## config.mk

```make
export PLATFORM = sky130hd
export DESIGN_NAME = alu_arbiter_flat
export DESIGN_NICKNAME = d
export VERILOG_FILES = /design/src/rtl/alu_arbiter_if.sv /design/src/rtl/alu_arbiter.sv /design/src/flat_wrapper.sv
export SDC_FILE = /design/constraint.sdc
export NUM_CORES = 1
export LEC_CHECK = 0
export ABC_AREA = 1
export CORE_AREA = 2 2 108 110
export CTS_BUF_LIST = sky130_fd_sc_hd__clkbuf_8 sky130_fd_sc_hd__clkbuf_16
export CTS_CLUSTER_SIZE = 20
export DETAILED_ROUTE_END_ITERATION = 10
export DIE_AREA = 0 0 110 112
export PLACE_DENSITY = 0.81
export SETUP_SLACK_MARGIN = 0.15
export SLEW_MARGIN = 5
export SYNTH_ARGS = -nofsm -noshare
export SYNTH_HDL_FRONTEND = slang
export SYNTH_SLANG_ARGS = --single-unit
export TNS_END_PERCENT = 20
```

## constraint.sdc

```tcl
create_clock -name clk -period 1.4 [get_ports clk]
set_input_delay 0.28 -clock clk [delete_from_list [all_inputs] [get_ports clk]]
set_output_delay 0.28 -clock clk [all_outputs]
set_load 0.005 [all_outputs]
```

## src/rtl/alu_arbiter_if.sv

```systemverilog
// Bundle of requester, shared-ALU and response signals between two requesters,
// one external combinational ALU and the response consumer.
interface alu_arbiter_if #(
    parameter int WIDTH = 32,
    parameter int OPW   = 3
);
    logic             req0_valid;
    logic [WIDTH-1:0] req0_in1;
    logic [WIDTH-1:0] req0_in2;
    logic [OPW-1:0]   req0_op;
    logic             req0_ready;

    logic             req1_valid;
    logic [WIDTH-1:0] req1_in1;
    logic [WIDTH-1:0] req1_in2;
    logic [OPW-1:0]   req1_op;
    logic             req1_ready;

    logic [WIDTH-1:0] alu_in1;
    logic [WIDTH-1:0] alu_in2;
    logic [OPW-1:0]   alu_op;
    logic [WIDTH-1:0] alu_res;
    logic             alu_zero;

    logic             rsp_valid;
    logic             rsp_id;
    logic [WIDTH-1:0] rsp_res;
    logic             rsp_zero;
    logic             rsp_ready;

    // Arbiter side.
    modport slave (
        input  req0_valid, req0_in1, req0_in2, req0_op,
        input  req1_valid, req1_in1, req1_in2, req1_op,
        output req0_ready, req1_ready,
        output alu_in1, alu_in2, alu_op,
        input  alu_res, alu_zero,
        output rsp_valid, rsp_id, rsp_res, rsp_zero,
        input  rsp_ready
    );

    // Requesters, ALU and response consumer side.
    modport master (
        output req0_valid, req0_in1, req0_in2, req0_op,
        output req1_valid, req1_in1, req1_in2, req1_op,
        input  req0_ready, req1_ready,
        input  alu_in1, alu_in2, alu_op,
        output alu_res, alu_zero,
        input  rsp_valid, rsp_id, rsp_res, rsp_zero,
        output rsp_ready
    );
endinterface

```

## src/rtl/alu_arbiter.sv

```systemverilog
// Round-robin arbiter sharing one combinational ALU between two requesters,
// with a single registered response slot that sustains one operation per cycle.
module alu_arbiter #(
    parameter int WIDTH = 32,
    parameter int OPW   = 3
) (
    input logic         clk,
    input logic         reset,
    alu_arbiter_if.slave bus
);
    typedef enum logic {
        ST_EMPTY = 1'b0,
        ST_FULL  = 1'b1
    } state_t;

    state_t           r_state;
    logic             r_last_grant;
    logic             r_rsp_id;
    logic             r_rsp_zero;
    logic [WIDTH-1:0] r_rsp_res;

    logic             w_can_accept;
    logic             w_grant0;
    logic             w_grant1;
    logic             w_ready0;
    logic             w_ready1;
    logic             w_accept0;
    logic             w_accept1;
    logic             w_accept;
    logic [WIDTH-1:0] w_alu_in1;
    logic [WIDTH-1:0] w_alu_in2;
    logic [OPW-1:0]   w_alu_op;

    // The slot can take a new result when empty or when it is being drained now.
    assign w_can_accept = (r_state == ST_EMPTY) | bus.rsp_ready;

    // On a tie the requester that did not win the last accept goes next.
    assign w_grant0 = bus.req0_valid & (~bus.req1_valid | r_last_grant);
    assign w_grant1 = bus.req1_valid & (~bus.req0_valid | ~r_last_grant);

    // Ready is held low while reset is asserted so nothing is taken during reset.
    assign w_ready0 = w_grant0 & w_can_accept & ~reset;
    assign w_ready1 = w_grant1 & w_can_accept & ~reset;

    assign w_accept0 = bus.req0_valid & w_ready0;
    assign w_accept1 = bus.req1_valid & w_ready1;
    assign w_accept  = w_accept0 | w_accept1;

    always_comb begin
        // NOTE: every output gets a default first so no path leaves it unassigned (no latch).
        w_alu_in1 = '0;
        w_alu_in2 = '0;
        w_alu_op  = '0;
        if (w_grant0) begin
            w_alu_in1 = bus.req0_in1;
            w_alu_in2 = bus.req0_in2;
            w_alu_op  = bus.req0_op;
        end else if (w_grant1) begin
            w_alu_in1 = bus.req1_in1;
            w_alu_in2 = bus.req1_in2;
            w_alu_op  = bus.req1_op;
        end
    end

    always_ff @(posedge clk or posedge reset) begin
        if (reset) begin
            r_state      <= ST_EMPTY;
            r_last_grant <= 1'b1;
            r_rsp_id     <= 1'b0;
            r_rsp_zero   <= 1'b0;
            r_rsp_res    <= '0;
        end else begin
            // NOTE: non-blocking assignments so every register samples pre-edge values.
            if (w_accept) begin
                r_rsp_res    <= bus.alu_res;
                r_rsp_zero   <= bus.alu_zero;
                r_rsp_id     <= w_accept1;
                r_last_grant <= w_accept1;
            end
            case (r_state)
                ST_EMPTY: if (w_accept) r_state <= ST_FULL;
                ST_FULL:  if (!w_accept && bus.rsp_ready) r_state <= ST_EMPTY;
                default:  r_state <= ST_EMPTY;
            endcase
        end
    end

    assign bus.req0_ready = w_ready0;
    assign bus.req1_ready = w_ready1;
    assign bus.alu_in1    = w_alu_in1;
    assign bus.alu_in2    = w_alu_in2;
    assign bus.alu_op     = w_alu_op;
    assign bus.rsp_valid  = (r_state == ST_FULL);
    assign bus.rsp_id     = r_rsp_id;
    assign bus.rsp_res    = r_rsp_res;
    assign bus.rsp_zero   = r_rsp_zero;
endmodule
```

## src/flat_wrapper.sv

```systemverilog
// flat-port wrapper written by rule: the top's interface ports become plain ports
module alu_arbiter_flat 
#(
    parameter int WIDTH = 32,
    parameter int OPW   = 3
)
  (clk, reset, bus_req0_valid, bus_req0_in1, bus_req0_in2, bus_req0_op, bus_req1_valid, bus_req1_in1, bus_req1_in2, bus_req1_op, bus_req0_ready, bus_req1_ready, bus_alu_in1, bus_alu_in2, bus_alu_op, bus_alu_res, bus_alu_zero, bus_rsp_valid, bus_rsp_id, bus_rsp_res, bus_rsp_zero, bus_rsp_ready);
  alu_arbiter_if #(.WIDTH(WIDTH), .OPW(OPW)) bus_i ();
  input logic clk;
  input logic reset;
  input wire logic [$bits(bus_i.req0_valid)-1:0] bus_req0_valid;
  input wire logic [$bits(bus_i.req0_in1)-1:0] bus_req0_in1;
  input wire logic [$bits(bus_i.req0_in2)-1:0] bus_req0_in2;
  input wire logic [$bits(bus_i.req0_op)-1:0] bus_req0_op;
  input wire logic [$bits(bus_i.req1_valid)-1:0] bus_req1_valid;
  input wire logic [$bits(bus_i.req1_in1)-1:0] bus_req1_in1;
  input wire logic [$bits(bus_i.req1_in2)-1:0] bus_req1_in2;
  input wire logic [$bits(bus_i.req1_op)-1:0] bus_req1_op;
  output wire logic [$bits(bus_i.req0_ready)-1:0] bus_req0_ready;
  output wire logic [$bits(bus_i.req1_ready)-1:0] bus_req1_ready;
  output wire logic [$bits(bus_i.alu_in1)-1:0] bus_alu_in1;
  output wire logic [$bits(bus_i.alu_in2)-1:0] bus_alu_in2;
  output wire logic [$bits(bus_i.alu_op)-1:0] bus_alu_op;
  input wire logic [$bits(bus_i.alu_res)-1:0] bus_alu_res;
  input wire logic [$bits(bus_i.alu_zero)-1:0] bus_alu_zero;
  output wire logic [$bits(bus_i.rsp_valid)-1:0] bus_rsp_valid;
  output wire logic [$bits(bus_i.rsp_id)-1:0] bus_rsp_id;
  output wire logic [$bits(bus_i.rsp_res)-1:0] bus_rsp_res;
  output wire logic [$bits(bus_i.rsp_zero)-1:0] bus_rsp_zero;
  input wire logic [$bits(bus_i.rsp_ready)-1:0] bus_rsp_ready;
  assign bus_i.req0_valid = bus_req0_valid;
  assign bus_i.req0_in1 = bus_req0_in1;
  assign bus_i.req0_in2 = bus_req0_in2;
  assign bus_i.req0_op = bus_req0_op;
  assign bus_i.req1_valid = bus_req1_valid;
  assign bus_i.req1_in1 = bus_req1_in1;
  assign bus_i.req1_in2 = bus_req1_in2;
  assign bus_i.req1_op = bus_req1_op;
  assign bus_req0_ready = bus_i.req0_ready;
  assign bus_req1_ready = bus_i.req1_ready;
  assign bus_alu_in1 = bus_i.alu_in1;
  assign bus_alu_in2 = bus_i.alu_in2;
  assign bus_alu_op = bus_i.alu_op;
  assign bus_i.alu_res = bus_alu_res;
  assign bus_i.alu_zero = bus_alu_zero;
  assign bus_rsp_valid = bus_i.rsp_valid;
  assign bus_rsp_id = bus_i.rsp_id;
  assign bus_rsp_res = bus_i.rsp_res;
  assign bus_rsp_zero = bus_i.rsp_zero;
  assign bus_i.rsp_ready = bus_rsp_ready;
  alu_arbiter #(.WIDTH(WIDTH), .OPW(OPW)) u_core (.clk(clk), .reset(reset), .bus(bus_i));
endmodule
```

==> results.md <==
- The final reports fail on negative setup slack.
- The setup TNS after final layout is -40.89 ns.
- The critical path crosses 9 cells after its start point.
- Setup repair after global routing could not meet its margin everywhere.
- The launch point of the critical path is u_core.r_last_grant$_DFFE_PP1P_.
- The HPWL after detailed placement is 9140 um.
- The worst pin sits at a relative slew slack of 0.699.
- For this run, the post-layout net count is ~850.
- In this run the tool buffered the top-level ports with 275 buffer cells.
- The clock tree synthesis step divided the H-tree into 2 levels.
- For the final database, setup skew stands at between 0.002 and 0.0025 ns.
- Entering global routing, the biggest net connects 37 pins.
- For the pin with the worst max-slew slack, the measured transition is 0.452 ns.
- Walking the worst path, the cells encountered are nand2_4, nand2_4, buf_12, buf_6, buf_12, buf_8, nand2_1, nand2_1, buf_2.
- The pre-antenna-repair detailed-routing pass consisted of 4 iterations.
- The count of different cell masters after synthesis is 16.
- The die is about 110 um wide.
- The biggest area contributor in the post-synthesis netlist is nand2_1.
- The area share of the largest cell type after synthesis is 0.429.
- STA puts the critical path data arrival time at 1.69 ns.
- The clock-pin transition on the worst setup and hold timing paths is around 0.050 ns.
- The flow ran to the end, but the final reports show violations.
- The number of buffer and inverter stages on the critical path is 5.
- Counting tap cells, the placed design contains a total of 800 instances.
- The cell count of the worst reg-to-reg path is 10.
- TritonCTS built the clock tree.
- The worst-case IR drop observed on VDD is 0.000862 V.
- The wire length per cell after detailed routing is 14.7 um.
- The worst hold path class is reg -> reg.
- Dividing the synthesized area by the synthesized cell count gives around 6.3 um2.
- Ranked by total cell area, the synthesized netlist is headed by nand2_1, dfrtp_1, nand3_1, buf_4, buf_6.
- The final period demand of the worst path is 1.97 ns.
- The maximum clock frequency is 509 MHz.
- For this configuration, the core starts out at a cell density of 0.215.
- The category of the worst setup path launch point is a flop.
- The max-cap violation count is 0.
- The overall power of the completed layout is 5.79 mW.
- The gate family responsible for the most delay along the worst path is flip-flops.
- The maximum fanout along the worst path is 8.
- The worst-case register-to-register setup slack is -0.25 ns.
- The worst hold path was traced through 2 stages.
- The share of the Yosys chip area taken by registers is 0.375.
- The synthesized flop and latch total is 36.
- Wires add up to 12,100 um.
- The number of cell rows is 39.
- Global routing finished with a remaining overflow of 0.
- In this design, the stage delay of the slowest critical-path cell is 0.57 ns.
- In the global route stage, overall resource usage came out at 0.185.
- The number of clock buffers added by TritonCTS is 5.
- The data required time of the worst path is between 1 and 1.5 ns.
- The leakage power total is 3.02 nW.
- 276 I/O pins were placed.
- The share of the clock period used by the worst path after layout is 1.40.
- The insertion delay to the later sink of the worst-skew pair is 0.28 ns.
- The critical hold path startpoint is u_core.bus.rsp_id$_DFFE_PP0P_.
- The number of warnings reported in the yosys synthesis log is 0.
- The total count of hold-check failures in the final report is 0.
- The final weighted congestion in routability-driven placement is 0.779.
- The via-per-instance ratio is 4.19.
- Across all setup checks in the final design, the least slack found is -0.566 ns.
- The number of antenna violations at the first check in global routing is 0.
- The die covers 0.0123 mm2.
- Synthesis produced a netlist with a net count of 554.
- The worst-case setup slack after placement is -0.857 ns.
- The layout overhead on the synthesized area is 136%.
- The launch instance of the worst register-to-register path is u_core.r_last_grant$_DFFE_PP1P_.
- The total inserted antenna cells is 0.
- The critical path ends at bus_alu_in2[27].
- The die is 112 um tall.
- The number of max-slew violations in the final report was 0.
- CTS saw 36 sinks.
- The endpoint identified for the worst register-to-register timing path is u_core.bus.rsp_res[27]$_DFFE_PP0P_.
- The kind of end point of the critical path is a primary output.
- The detailed router finished its first iteration with 133 violations.
- Setup violations remaining at the end of the flow were counted as around 110.
- The post-detailed-route DRC marker count is 0.
- The floorplan step defined a core boundary enclosing 0.0112 mm2.
- The via total after detailed routing is roughly 3,500.
- The wire length of the first global-routing pass is 17,600 um.
- The critical path's slowest cell is dfstp_2.
- Of the cells placed in the final design, the portion with a size suffix greater than 1 is 0.257.
- In this run the power density over the cells is 1020 mW/mm2.
- The buffer type at the clock tree root is clkbuf_16.
- Once detail routing completed, the nets flagged for antenna violations numbered 0.
- The number of instances in the synthesized netlist is 382.
- The deepest clock path buffer count is 2.
- The finished layout holds 824 standard cells, fillers aside.
- The number of global-route vias before repair came to between 3,000 and 4,000.
- The category of the critical setup timing path is reg -> out.
- The post-synthesis instance area is 0.00241 mm2.
==> worst min path at each step <==
stage / slack, ns / to
after floorplan: 0.24 / u_core.bus.rsp_id$_DFFE_PP0P_
after global placement: 0.46 / u_core.bus.rsp_id$_DFFE_PP0P_
after detailed placement: 0.46 / u_core.bus.rsp_id$_DFFE_PP0P_
after CTS: 0.47 / u_core.bus.rsp_id$_DFFE_PP0P_
after global routing: 0.48 / u_core.bus.rsp_id$_DFFE_PP0P_
final: 0.46 / u_core.bus.rsp_id$_DFFE_PP0P_
==> placed cells by master, fill, tap and decap left out, drive strengths merged <==
master / instances
clkdlybuf4s15: 3
buf: 99
dlygate4sd2: 35
clkbuf: 15
nand3: 34
clkdlybuf4s50: 169
nand2: 279
dfrtp: 35
o21ai: 1
inv: 6
clkinvlp: 1
a21oi: 2
bufbuf: 1
dfstp: 1
==> synth_stat cells <==
cell and number:
a21oi_4 1, nand2_1 275, nand3_1 28, nand3_2 6, dfstp_2 1, buf_6 6, clkbuf_4 1, nand2_2 2
inv_2 2, buf_4 10, o21ai_0 1, dfrtp_1 35, buf_2 6, a21oi_2 1, inv_1 5, nand2_4 2
==> flip-flops by register name, summed over array words and instances (netlist names) <==
register and cells:
u_core.bus.rsp_valid 1, u_core.bus.rsp_zero 1, u_core.r_last_grant 1, u_core.bus.rsp_res 32
u_core.bus.rsp_id 1
==> per-stage QoR <==
stage	cell area (um2)	utilization	hold WS, ns
CTS	5610	0.502	0.470
detailed placement	5410	0.484	0.461
global route	5680	0.509	0.484
global placement	5410	0.484	0.459
floorplan	2420	-	0.241
finish	5680	0.509	0.464
==> report_power, final <==
part / leakage (nW) / total, mW / internal [mW] / switching [mW]
clock network: 0.0760 / 1.16 / 0.747 / 0.411
logic: 2.49 / 3.10 / 1.79 / 1.30
registers: 0.449 / 1.53 / 1.35 / 0.184
==> final cells by class <==
class / instances / area, um2
Fill cell: 1098 / 5490
Timing Repair Buffer: 315 / 2990
Multi-Input combinational cell: 316 / 1430
Sequential cell: 36 / 902
Tap cell: 143 / 179
Clock buffer: 7 / 153
Inverter: 7 / 35.0
==> worst register-to-register path: stages (launching register included) <==
cell,delay (ns)
dfstp_2,0.57
nand2_4,0.08
nand2_4,0.09
buf_12,0.14
buf_4,0.11
buf_6,0.08
buf_6,0.08
nand2_4,0.05
buf_12,0.17
nand3_1,0.10
nand2_1,0.06
==> cell families after synthesis <==
| logic type | after synthesis | synth area share |
|---|---|---|
| simple gates | 313 | 0.527 |
| flops | 36 | 0.375 |
| buf+inv | 30 | 0.0858 |
| compound gates | 3 | 0.0125 |
==> what timing repair did <==
item	in CTS	in global routing
setup endpoints to repair	140	106
gates resized for setup	333	54
gates cloned	4	1
hold buffers	0	0
buffers inserted	10	2
endpoints found under the hold margin	0	0
pin swaps	28	19
==> routing by layer <==
metal	wire length, um	GRT usage
met1	4560	0.207
met2	5880	0.326
met3	1330	0.0527
met4	367	0.0684
met5	0	0
Power figures use the tool's default switching activity.
